==> config.mk <==
export PLATFORM = sky130hd
export DESIGN_NAME = p20_game_ctrl_flat
export DESIGN_NICKNAME = d
export VERILOG_FILES = /design/src/rtl/p20_game_ctrl_if.sv /design/src/rtl/p20_game_ctrl.sv /design/src/flat_wrapper.sv
export SDC_FILE = /design/constraint.sdc
export NUM_CORES = 1
export LEC_CHECK = 0
export CAP_MARGIN = 20
export CORE_ASPECT_RATIO = 1.2
export CORE_UTILIZATION = 40
export DETAILED_ROUTE_END_ITERATION = 10
export SKIP_LAST_GASP = 1
export SLEW_MARGIN = 20
export SYNTH_ARGS = -nofsm -noshare
export SYNTH_HDL_FRONTEND = slang
export SYNTH_SLANG_ARGS = --single-unit
==> constraint.sdc <==
create_clock -name clk -period 2.01 [get_ports clk]
set_clock_uncertainty 0.05 [all_clocks]
set_input_delay 0.3015 -clock clk [delete_from_list [all_inputs] [get_ports clk]]
set_output_delay 0.3015 -clock clk [all_outputs]
set_load 0.01 [all_outputs]
==> src/rtl/p20_game_ctrl_if.sv <==
// Game sequencer I/O bundle: frame timing, button and collision in;
// speed, halt, reset, jump, score and state out.
interface p20_game_ctrl_if;
  logic        frame_tick;
  logic        btn;
  logic        collide;
  logic [23:0] speed;
  logic        halt;
  logic        game_rst;
  logic        jump;
  logic [15:0] score_bcd;
  logic [1:0]  state;

  // Controller side
  modport master (
    input  frame_tick, btn, collide,
    output speed, halt, game_rst, jump, score_bcd, state
  );

  // Environment side (stimulus / consumers)
  modport slave (
    output frame_tick, btn, collide,
    input  speed, halt, game_rst, jump, score_bcd, state
  );
endinterface

==> src/rtl/p20_game_ctrl.sv <==
// Dino game sequencer: ATTRACT/START/RUN/DEAD FSM, button debounce,
// speed schedule and saturating 4-digit BCD score. All outputs registered.
module p20_game_ctrl #(
  parameter logic [23:0] SPEED_INIT   = 24'd200000,
  parameter logic [23:0] SPEED_MIN    = 24'd80000,
  parameter logic [23:0] SPEED_STEP   = 24'd8000,
  parameter int          LEVEL_FRAMES = 600,
  parameter int          DEBOUNCE     = 4,
  parameter int          DEAD_HOLD    = 60
) (
  input  logic           clk,
  input  logic           sys_rst_n,
  p20_game_ctrl_if.master bus
);

  typedef enum logic [1:0] {
    ATTRACT = 2'b00,
    START   = 2'b01,
    RUN     = 2'b10,
    DEAD    = 2'b11
  } state_t;

  localparam int LW = (LEVEL_FRAMES > 1) ? $clog2(LEVEL_FRAMES) : 1;
  localparam int DW = (DEAD_HOLD > 0) ? $clog2(DEAD_HOLD + 1) : 1;
  localparam int BW = (DEBOUNCE > 1) ? $clog2(DEBOUNCE) : 1;

  localparam logic [LW-1:0] LVL_MAX  = LW'(LEVEL_FRAMES - 1);
  localparam logic [DW-1:0] DEAD_MAX = DW'(DEAD_HOLD);
  localparam logic [BW-1:0] DB_MAX   = BW'(DEBOUNCE - 1);
  // Step-down threshold computed one bit wider so MIN+STEP cannot overflow
  localparam logic [24:0]   STEP_THR = {1'b0, SPEED_MIN} + {1'b0, SPEED_STEP};

  state_t          state_q, state_d;
  logic            btn_s1, btn_s2;
  logic            btn_db, btn_db_q;
  logic [BW-1:0]   db_cnt;
  logic            btn_press;
  logic [23:0]     speed_q;
  logic [15:0]     score_q;
  logic [LW-1:0]   level_ctr;
  logic [DW-1:0]   dead_ctr;
  logic            halt_q, game_rst_q, jump_q;
  logic            run_tick;

  // BCD +1 with ripple carry; holds at 9999
  function automatic logic [15:0] bcd_inc(input logic [15:0] s);
    logic [15:0] r;
    logic        c;
    r = s;
    c = (s != 16'h9999);
    for (int i = 0; i < 4; i++) begin
      if (c) begin
        if (r[4*i +: 4] == 4'd9) begin
          r[4*i +: 4] = 4'd0;
        end else begin
          r[4*i +: 4] = r[4*i +: 4] + 4'd1;
          c = 1'b0;
        end
      end
    end
    return r;
  endfunction

  // Two-flop synchronizer for the raw button
  always_ff @(posedge clk or negedge sys_rst_n) begin
    if (!sys_rst_n) begin
      btn_s1 <= 1'b0;
      btn_s2 <= 1'b0;
    end else begin
      btn_s1 <= bus.btn;
      btn_s2 <= btn_s1;
    end
  end

  // Debounce: flip btn_db after DEBOUNCE consecutive disagreeing frame samples
  always_ff @(posedge clk or negedge sys_rst_n) begin
    if (!sys_rst_n) begin
      btn_db   <= 1'b0;
      btn_db_q <= 1'b0;
      db_cnt   <= '0;
    end else begin
      btn_db_q <= btn_db;
      if (bus.frame_tick) begin
        if (btn_s2 != btn_db) begin
          if (db_cnt == DB_MAX) begin
            btn_db <= btn_s2;
            db_cnt <= '0;
          end else begin
            db_cnt <= db_cnt + BW'(1);
          end
        end else begin
          db_cnt <= '0;
        end
      end
    end
  end

  // Rising edge only: a button held through death never re-triggers
  assign btn_press = btn_db & ~btn_db_q;

  // Collision outranks the frame tick in the same cycle
  assign run_tick = (state_q == RUN) && !bus.collide && bus.frame_tick;

  // FSM state register
  always_ff @(posedge clk or negedge sys_rst_n) begin
    if (!sys_rst_n) state_q <= ATTRACT;
    else            state_q <= state_d;
  end

  // FSM next-state
  always_comb begin
    state_d = state_q;
    case (state_q)
      ATTRACT: if (btn_press) state_d = START;
      START:   state_d = RUN;
      RUN:     if (bus.collide) state_d = DEAD;
      DEAD:    if (btn_press && dead_ctr == DEAD_MAX) state_d = START;
      default: state_d = ATTRACT;
    endcase
  end

  // Game datapath and registered control outputs, driven from next state
  // so halt/game_rst/jump change on the same edge as the state
  always_ff @(posedge clk or negedge sys_rst_n) begin
    if (!sys_rst_n) begin
      speed_q    <= SPEED_INIT;
      score_q    <= '0;
      level_ctr  <= '0;
      dead_ctr   <= '0;
      halt_q     <= 1'b1;
      game_rst_q <= 1'b0;
      jump_q     <= 1'b0;
    end else begin
      game_rst_q <= (state_d == START);
      halt_q     <= (state_d != RUN);
      jump_q     <= (state_d == RUN) && btn_db;
      if (state_d == START) begin
        speed_q   <= SPEED_INIT;
        score_q   <= '0;
        level_ctr <= '0;
        dead_ctr  <= '0;
      end else if (run_tick) begin
        score_q <= bcd_inc(score_q);
        if (level_ctr == LVL_MAX) begin
          level_ctr <= '0;
          if ({1'b0, speed_q} >= STEP_THR) speed_q <= speed_q - SPEED_STEP;
          else                             speed_q <= SPEED_MIN;
        end else begin
          level_ctr <= level_ctr + LW'(1);
        end
      end else if (state_q == DEAD && bus.frame_tick && dead_ctr != DEAD_MAX) begin
        dead_ctr <= dead_ctr + DW'(1);
      end
    end
  end

  assign bus.speed     = speed_q;
  assign bus.halt      = halt_q;
  assign bus.game_rst  = game_rst_q;
  assign bus.jump      = jump_q;
  assign bus.score_bcd = score_q;
  assign bus.state     = state_q;

endmodule

==> src/flat_wrapper.sv <==
// flat-port wrapper written by rule: the top's interface ports become plain ports
module p20_game_ctrl_flat 
#(
  parameter logic [23:0] SPEED_INIT   = 24'd200000,
  parameter logic [23:0] SPEED_MIN    = 24'd80000,
  parameter logic [23:0] SPEED_STEP   = 24'd8000,
  parameter int          LEVEL_FRAMES = 600,
  parameter int          DEBOUNCE     = 4,
  parameter int          DEAD_HOLD    = 60
)
  (clk, sys_rst_n, bus_frame_tick, bus_btn, bus_collide, bus_speed, bus_halt, bus_game_rst, bus_jump, bus_score_bcd, bus_state);
  p20_game_ctrl_if bus_i ();
  input  logic clk;
  input  logic sys_rst_n;
  input wire logic [$bits(bus_i.frame_tick)-1:0] bus_frame_tick;
  input wire logic [$bits(bus_i.btn)-1:0] bus_btn;
  input wire logic [$bits(bus_i.collide)-1:0] bus_collide;
  output wire logic [$bits(bus_i.speed)-1:0] bus_speed;
  output wire logic [$bits(bus_i.halt)-1:0] bus_halt;
  output wire logic [$bits(bus_i.game_rst)-1:0] bus_game_rst;
  output wire logic [$bits(bus_i.jump)-1:0] bus_jump;
  output wire logic [$bits(bus_i.score_bcd)-1:0] bus_score_bcd;
  output wire logic [$bits(bus_i.state)-1:0] bus_state;
  assign bus_i.frame_tick = bus_frame_tick;
  assign bus_i.btn = bus_btn;
  assign bus_i.collide = bus_collide;
  assign bus_speed = bus_i.speed;
  assign bus_halt = bus_i.halt;
  assign bus_game_rst = bus_i.game_rst;
  assign bus_jump = bus_i.jump;
  assign bus_score_bcd = bus_i.score_bcd;
  assign bus_state = bus_i.state;
  p20_game_ctrl #(.SPEED_INIT(SPEED_INIT), .SPEED_MIN(SPEED_MIN), .SPEED_STEP(SPEED_STEP), .LEVEL_FRAMES(LEVEL_FRAMES), .DEBOUNCE(DEBOUNCE), .DEAD_HOLD(DEAD_HOLD)) u_core (.clk(clk), .sys_rst_n(sys_rst_n), .bus(bus_i));
endmodule
Word level (Yosys, flattened, before mapping)
Index checks and enable logic that the tools add are counted.
{ "word_totals": {"wordCells": 104, "output_inout_bits": 45, "latch_bits": 0, "in_bits": 5, "ff_bits": 67, "mem_bits_ro": 0, "n_memories": 0, "mem_bits_rw": 0} }
{ "classes": {"add_sub_neg": 8, "n_div": 0, "n_shift": 0, "order_cmp": 1, "muxes": 38, "n_mul": 0, "n_eq_ne": 17, "n_reduce_logical": 22, "bitwise_logic": 2} }
{ "op_table": {"columns": ["cell", "n"], "rows": [
  ["$mux 24", 4],
  ["$mux 16", 2],
  ["$mux 4", 8],
  ["$mux 10", 3],
  ["$ge 24x17->1 const B", 1],
  ["$sub 24x13->24 const B", 1],
  ["$mux 6", 3],
  ["$add 4x1->4 const B", 4],
  ["$eq 4x4->1 const B", 4],
  ["$ne 16x16->1 const B", 1],
  ["$reduce_bool 2->1", 7],
  ["$mux 1", 12],
  ["$reduce_and 2->1", 6],
  ["$add 10x1->10 const B", 1],
  ["$eq 10x10->1 const B", 1],
  ["$mux 2", 5],
  ["$eq 2x2->1 const B", 4],
  ["$pmux 2 s4", 1],
  ["$add 6x1->6 const B", 1],
  ["$eq 6x6->1 const B", 1],
  ["$logic_and 1x1->1", 6],
  ["$ne 6x6->1 const B", 1],
  ["$eq 2x1->1 const B", 2],
  ["$ne 2x2->1 const B", 2],
  ["other kinds (7)", 7]
]} }

Logic depth before layout (Yosys ltp)
{ "logic_depth": {"depth_word": 16, "mapped_depth": 9, "depth_no_buf": 8} }

Worst setup path before layout
OpenSTA, ideal clock, no wires.
{ "synth_path": {"path_type": "register -> register", "start": "register u_core.state_q[0] (netlist: u_core.bus.state[0])", "end": "register u_core.speed_q[15] (netlist: u_core.bus.speed[15])", "synth_period_minus_slack_ns": 2.243, "path_buffers": 0, "slack_ns": -0.233, "setup_ns": 0.078, "arrival_time_ns": 2.114, "t_required_ns": 1.882, "stages_incl_launch_ff": 6, "cell_sequence": "dfrtp_1 -> nand4bb_1 -> or4_1 -> or4_1 -> or3_1 -> a21oi_1"} }
{ "synth_via": {"elab_chain_len": 5, "word_cells_on_any_way": 15, "cone_classes": "eq/ne: 4; mux: 5; reduce/logical: 6"} }
{ "synth_lines": {"columns": ["element", "line_no", "text"], "rows": [
  ["from (decl)", "p20_game_ctrl.sv:33", "state_t state_q, state_d;"],
  ["from (signal assigned)", "p20_game_ctrl.sv:107", "else state_q <= state_d;"],
  ["$eq 2x2->1 (tied with other cells)", "p20_game_ctrl.sv:113", "case (state_q)"],
  ["$pmux 2 s4 or $logic_and 1x1->1 (tied branches)", "p20_game_ctrl.sv:113, p20_game_ctrl.sv:102", null],
  ["$eq 2x1->1 or $logic_and 1x1->1 (tied branches)", "p20_game_ctrl.sv:137, p20_game_ctrl.sv:102", null],
  ["$reduce_bool 2->1 (no line)", null, null],
  ["$reduce_and 2->1 (no line)", null, null],
  ["to (signal assigned)", "p20_game_ctrl.sv:146", "if ({1'b0, speed_q} >= STEP_THR) speed_q <= speed_q - SPEED_STEP;"],
  ["to (decl)", "p20_game_ctrl.sv:38", "logic [23:0] speed_q;"]
]} }
Several ways; a longest one is shown, not always the timed one.
A chain may end at the register's enable or synchronous reset.

Worst setup path after layout
{ "layout_path": {"start": "register u_core.level_ctr[5]", "end": "register u_core.speed_q[15] (netlist: u_core.bus.speed[15])"} }
{ "layout_via": {"elab_chain_len": 3} }
{ "layout_lines": {"columns": ["element", "line_no", "text"], "rows": [
  ["from (decl)", "p20_game_ctrl.sv:40", "logic [LW-1:0] level_ctr;"],
  ["from (signal assigned)", "p20_game_ctrl.sv:149", "level_ctr <= level_ctr + LW'(1);"],
  ["$eq 10x10->1", "p20_game_ctrl.sv:144", "if (level_ctr == LVL_MAX) begin"],
  ["$reduce_bool 2->1 (no line)", null, null],
  ["$reduce_and 2->1 (no line)", null, null]
]} }
No other way between the ends.

==> metrics.yaml <==
cts.sinks: 61
synth_area_um2: 3300
yosys.area.top_type: "dfrtp_1"
ys_ff_latch: 61
grt_pass1_vias: 3073
grt_pass1_wl_um: 14500
synth-async-reset-ratio: 1.00
ys.flop_type: "dfrtp_1"
drc: 2
yosys-top-cells-area: "dfrtp_1, ha_1, dfstp_2"
crit_top_cell: "or4_4"
clk_latency_ns: 0.35
ys_types: 53
dieArea_um2: 8630
rsz0062_at_grt: "yes"
worst-setup-path-type: "reg -> reg"
postSynthAreaPerCell_um2: 9.33
critPathSlowestCell: "or4_4"
dp_hpwl_um: 5960
tritoncts: "yes"
crit_chain: "or3b_4 > or4_4 > or4_4 > or3_4 > a21oi_2"
status: "complete, but fails checks"
fp.dieH_um: 102
cellLeakagePower_nw: 2.20
overflow: 0
ant_nets: 0
die_w_um: 85.0
dr.pass1.iters: 7
hold_depth: 0
drive_gt1_frac: 0.305
reg2reg_depth: 5
grt_max_degree: 26
setup_violations: 14
routed_via_density: 5.39
port-buffer-count: 43
power_mw: 2.86
cp.depth: 5
nFillCells: 685
worstPathRequired_ns: 2.24
finalCritPeriodShare: 1.10
synth_top_area_frac: 0.409
antenna_found_initial: 0
min_path_type: "reg -> reg"
nets: 500
path_buf_inv: 0
diodes: 0
crit_family: "simple AND/OR/NAND/NOR gates"
drtIter0Drc: 201
via_count: 3111
maxSlewViolCount: 0
power_density_nw_per_um2: 588
max_freq_mhz: 451
globalplace.congestion: 0.856
ctsHtreeMaxLevel: 3
cp_max_fo: 2
cts_root_buffer: "clkbuf_8"
critical_path.max_stage_delay_ns: 0.43
grt_usage: 0.216
final_cells: 577
yosysSeqAreaShare: 0.465
row_count: 35
drt-wirelength-per-cell_um: 15.1
end_kind: "flip-flop"
synth_edf_count: 0
synthCells: 354
fin_tns_setup_ns: -1.32
hold_violations: 0
arrival_ns: 2.45
peakVddDrop_mv: 0.272
cts_made_buffers: 9
fin_crit_ns: 2.22
areaGrowthSynthToFinish_pct: 47.4
ios: 50
coreArea_um2: 7840
clock_path_buffers: 2
placed_cells: 555
postRouteWirelength_um: 8700
yosysWarnings: 0
maxCapViolations: 0
violations: "design-rule violations, negative setup slack"
fin_ws_ns: -0.210
start_util: 0.421
crit_path_start_kind: "flip-flop"
clkTransAtPathRegs_ns: 0.07
==> flip-flops by register name (all words and copies together), names as in the netlist, 2 cells and up <==
register              cells
u_core.bus.state          2
u_core.bus.speed         18
u_core.level_ctr         10
u_core.dead_ctr           6
u_core.db_cnt             2
u_core.bus.score_bcd     16
==> cell families (layout without fill, tap and decap cells) <==
family / count (synthesis) / count (layout) / share of synthesized area
AOI/OAI and AO/OA: 85 / 85 / 0.157
xor gates and xnor gates: 14 / 14 / 0.0371
adders and majority gates: 15 / 15 / 0.0568
buffers and inverters: 30 / 156 / 0.0413
DFF: 61 / 61 / 0.465
muxes: 3 / 3 / 0.00947
other: 1 / 6 / 0.00114
and+or+nand+nor: 145 / 145 / 0.233
==> through the flow <==
step	setup slack, ns	instance area [um^2]	utilization	hold slack (ns)
final	-0.210	4870	0.621	0.301
after global routing	-0.262	4870	0.621	0.307
after CTS	-0.203	4760	0.607	0.304
after detailed placement	-0.531	4420	0.563	0.230
after global placement	-0.502	4420	0.563	0.224
after floorplan	-0.156	3370	-	-0.0441
==> synth_stat cells, types with 3 or more instances <==
cell type	count
a211oi_1	4
inv_1	16
a21oi_1	27
o21ai_0	22
a21o_1	6
ha_1	15
nand2_1	27
nand3b_1	5
xnor2_1	5
nand4_1	8
a31oi_1	3
o31ai_1	3
nand3_1	12
o311ai_0	3
and3b_1	4
dfstp_2	7
xor2_1	9
nor2_1	40
nor3_1	9
or3_1	10
or4_1	9
clkbuf_1	6
o211ai_1	4
and3_1	3
nor4_1	5
buf_4	6
dfrtp_1	54
==> report_power, final <==
part           internal [mW]  leakage (nW)  switching (mW)  total [mW]
Combinational          0.174          1.32           0.184       0.358
Clock                  0.567        0.0931           0.499        1.07
Sequential              1.34         0.784          0.0995        1.44
Total                   2.08          2.20           0.783        2.86
==> cell type report <==
type                            count  area [um^2]  area share
Multi-Input combinational cell    268         1880       0.386
Sequential cell                    61         1540       0.315
Timing Repair Buffer              124         1090       0.225
Clock buffer                       11          131      0.0270
Tap cell                           92          115      0.0236
Inverter                           16         60.1      0.0123
Clock inverter                      5         52.6      0.0108
==> repair_timing <==
item	CTS	global route
pin swaps	12	11
hold buffers	1	0
hold endpoints to repair	10	0
resized for setup	28	23
buffers inserted	3	2
setup endpoints to repair	30	29
==> metal layers <==
metal / GRT usage / up-vias / share of wire
li1: - / 1526 / -
met1: 0.268 / 1506 / 0.44
met2: 0.364 / 66 / 0.50
met3: 0.0465 / 13 / 0.042
met4: 0.0965 / 0 / 0.018
met5: 0 / - / 0
==> worst paths after layout <==
path / slack (ns) / start / to
setup / recovery: -0.21 / u_core.level_ctr[5] / u_core.bus.speed[15]
hold / removal: 0.30 / u_core.btn_s1 / u_core.btn_s2
setup reg to reg: -0.21 / u_core.level_ctr[5] / u_core.bus.speed[15]
hold reg to reg: 0.30 / u_core.btn_s1 / u_core.btn_s2
max in group asynchronous: 0.95 / sys_rst_n / u_core.bus.halt
min in group asynchronous: 0.38 / sys_rst_n / u_core.bus.speed[20]
==> layout by cell type (no fill, tap or decap), types with 3 or more instances in the layout <==
cell type        instances
and3_1                   3
a21oi_2                  7
a21oi_1                 20
buf_12                   3
conb_1                   6
or3_1                    9
nand2_1                 24
nor2_1                  36
inv_1                   15
nand2_2                  3
nor3_1                   9
o21ai_1                  3
xnor2_1                  5
dfstp_2                  7
clkdlybuf4s50_1         41
nand3_1                 10
buf_6                    5
a21o_1                   6
dfrtp_1                 54
clkinv_2                 3
buf_4                   72
ha_1                    13
nor2_2                   3
nor4_1                   3
or4_1                    5
o211ai_1                 4
clkbuf_8                 9
nand4_1                  8
and3b_1                  4
a31oi_1                  3
xor2_1                   9
or4_4                    4
nand3b_1                 5
o21ai_0                 19
No activity file was read; power rests on OpenSTA's default activity.
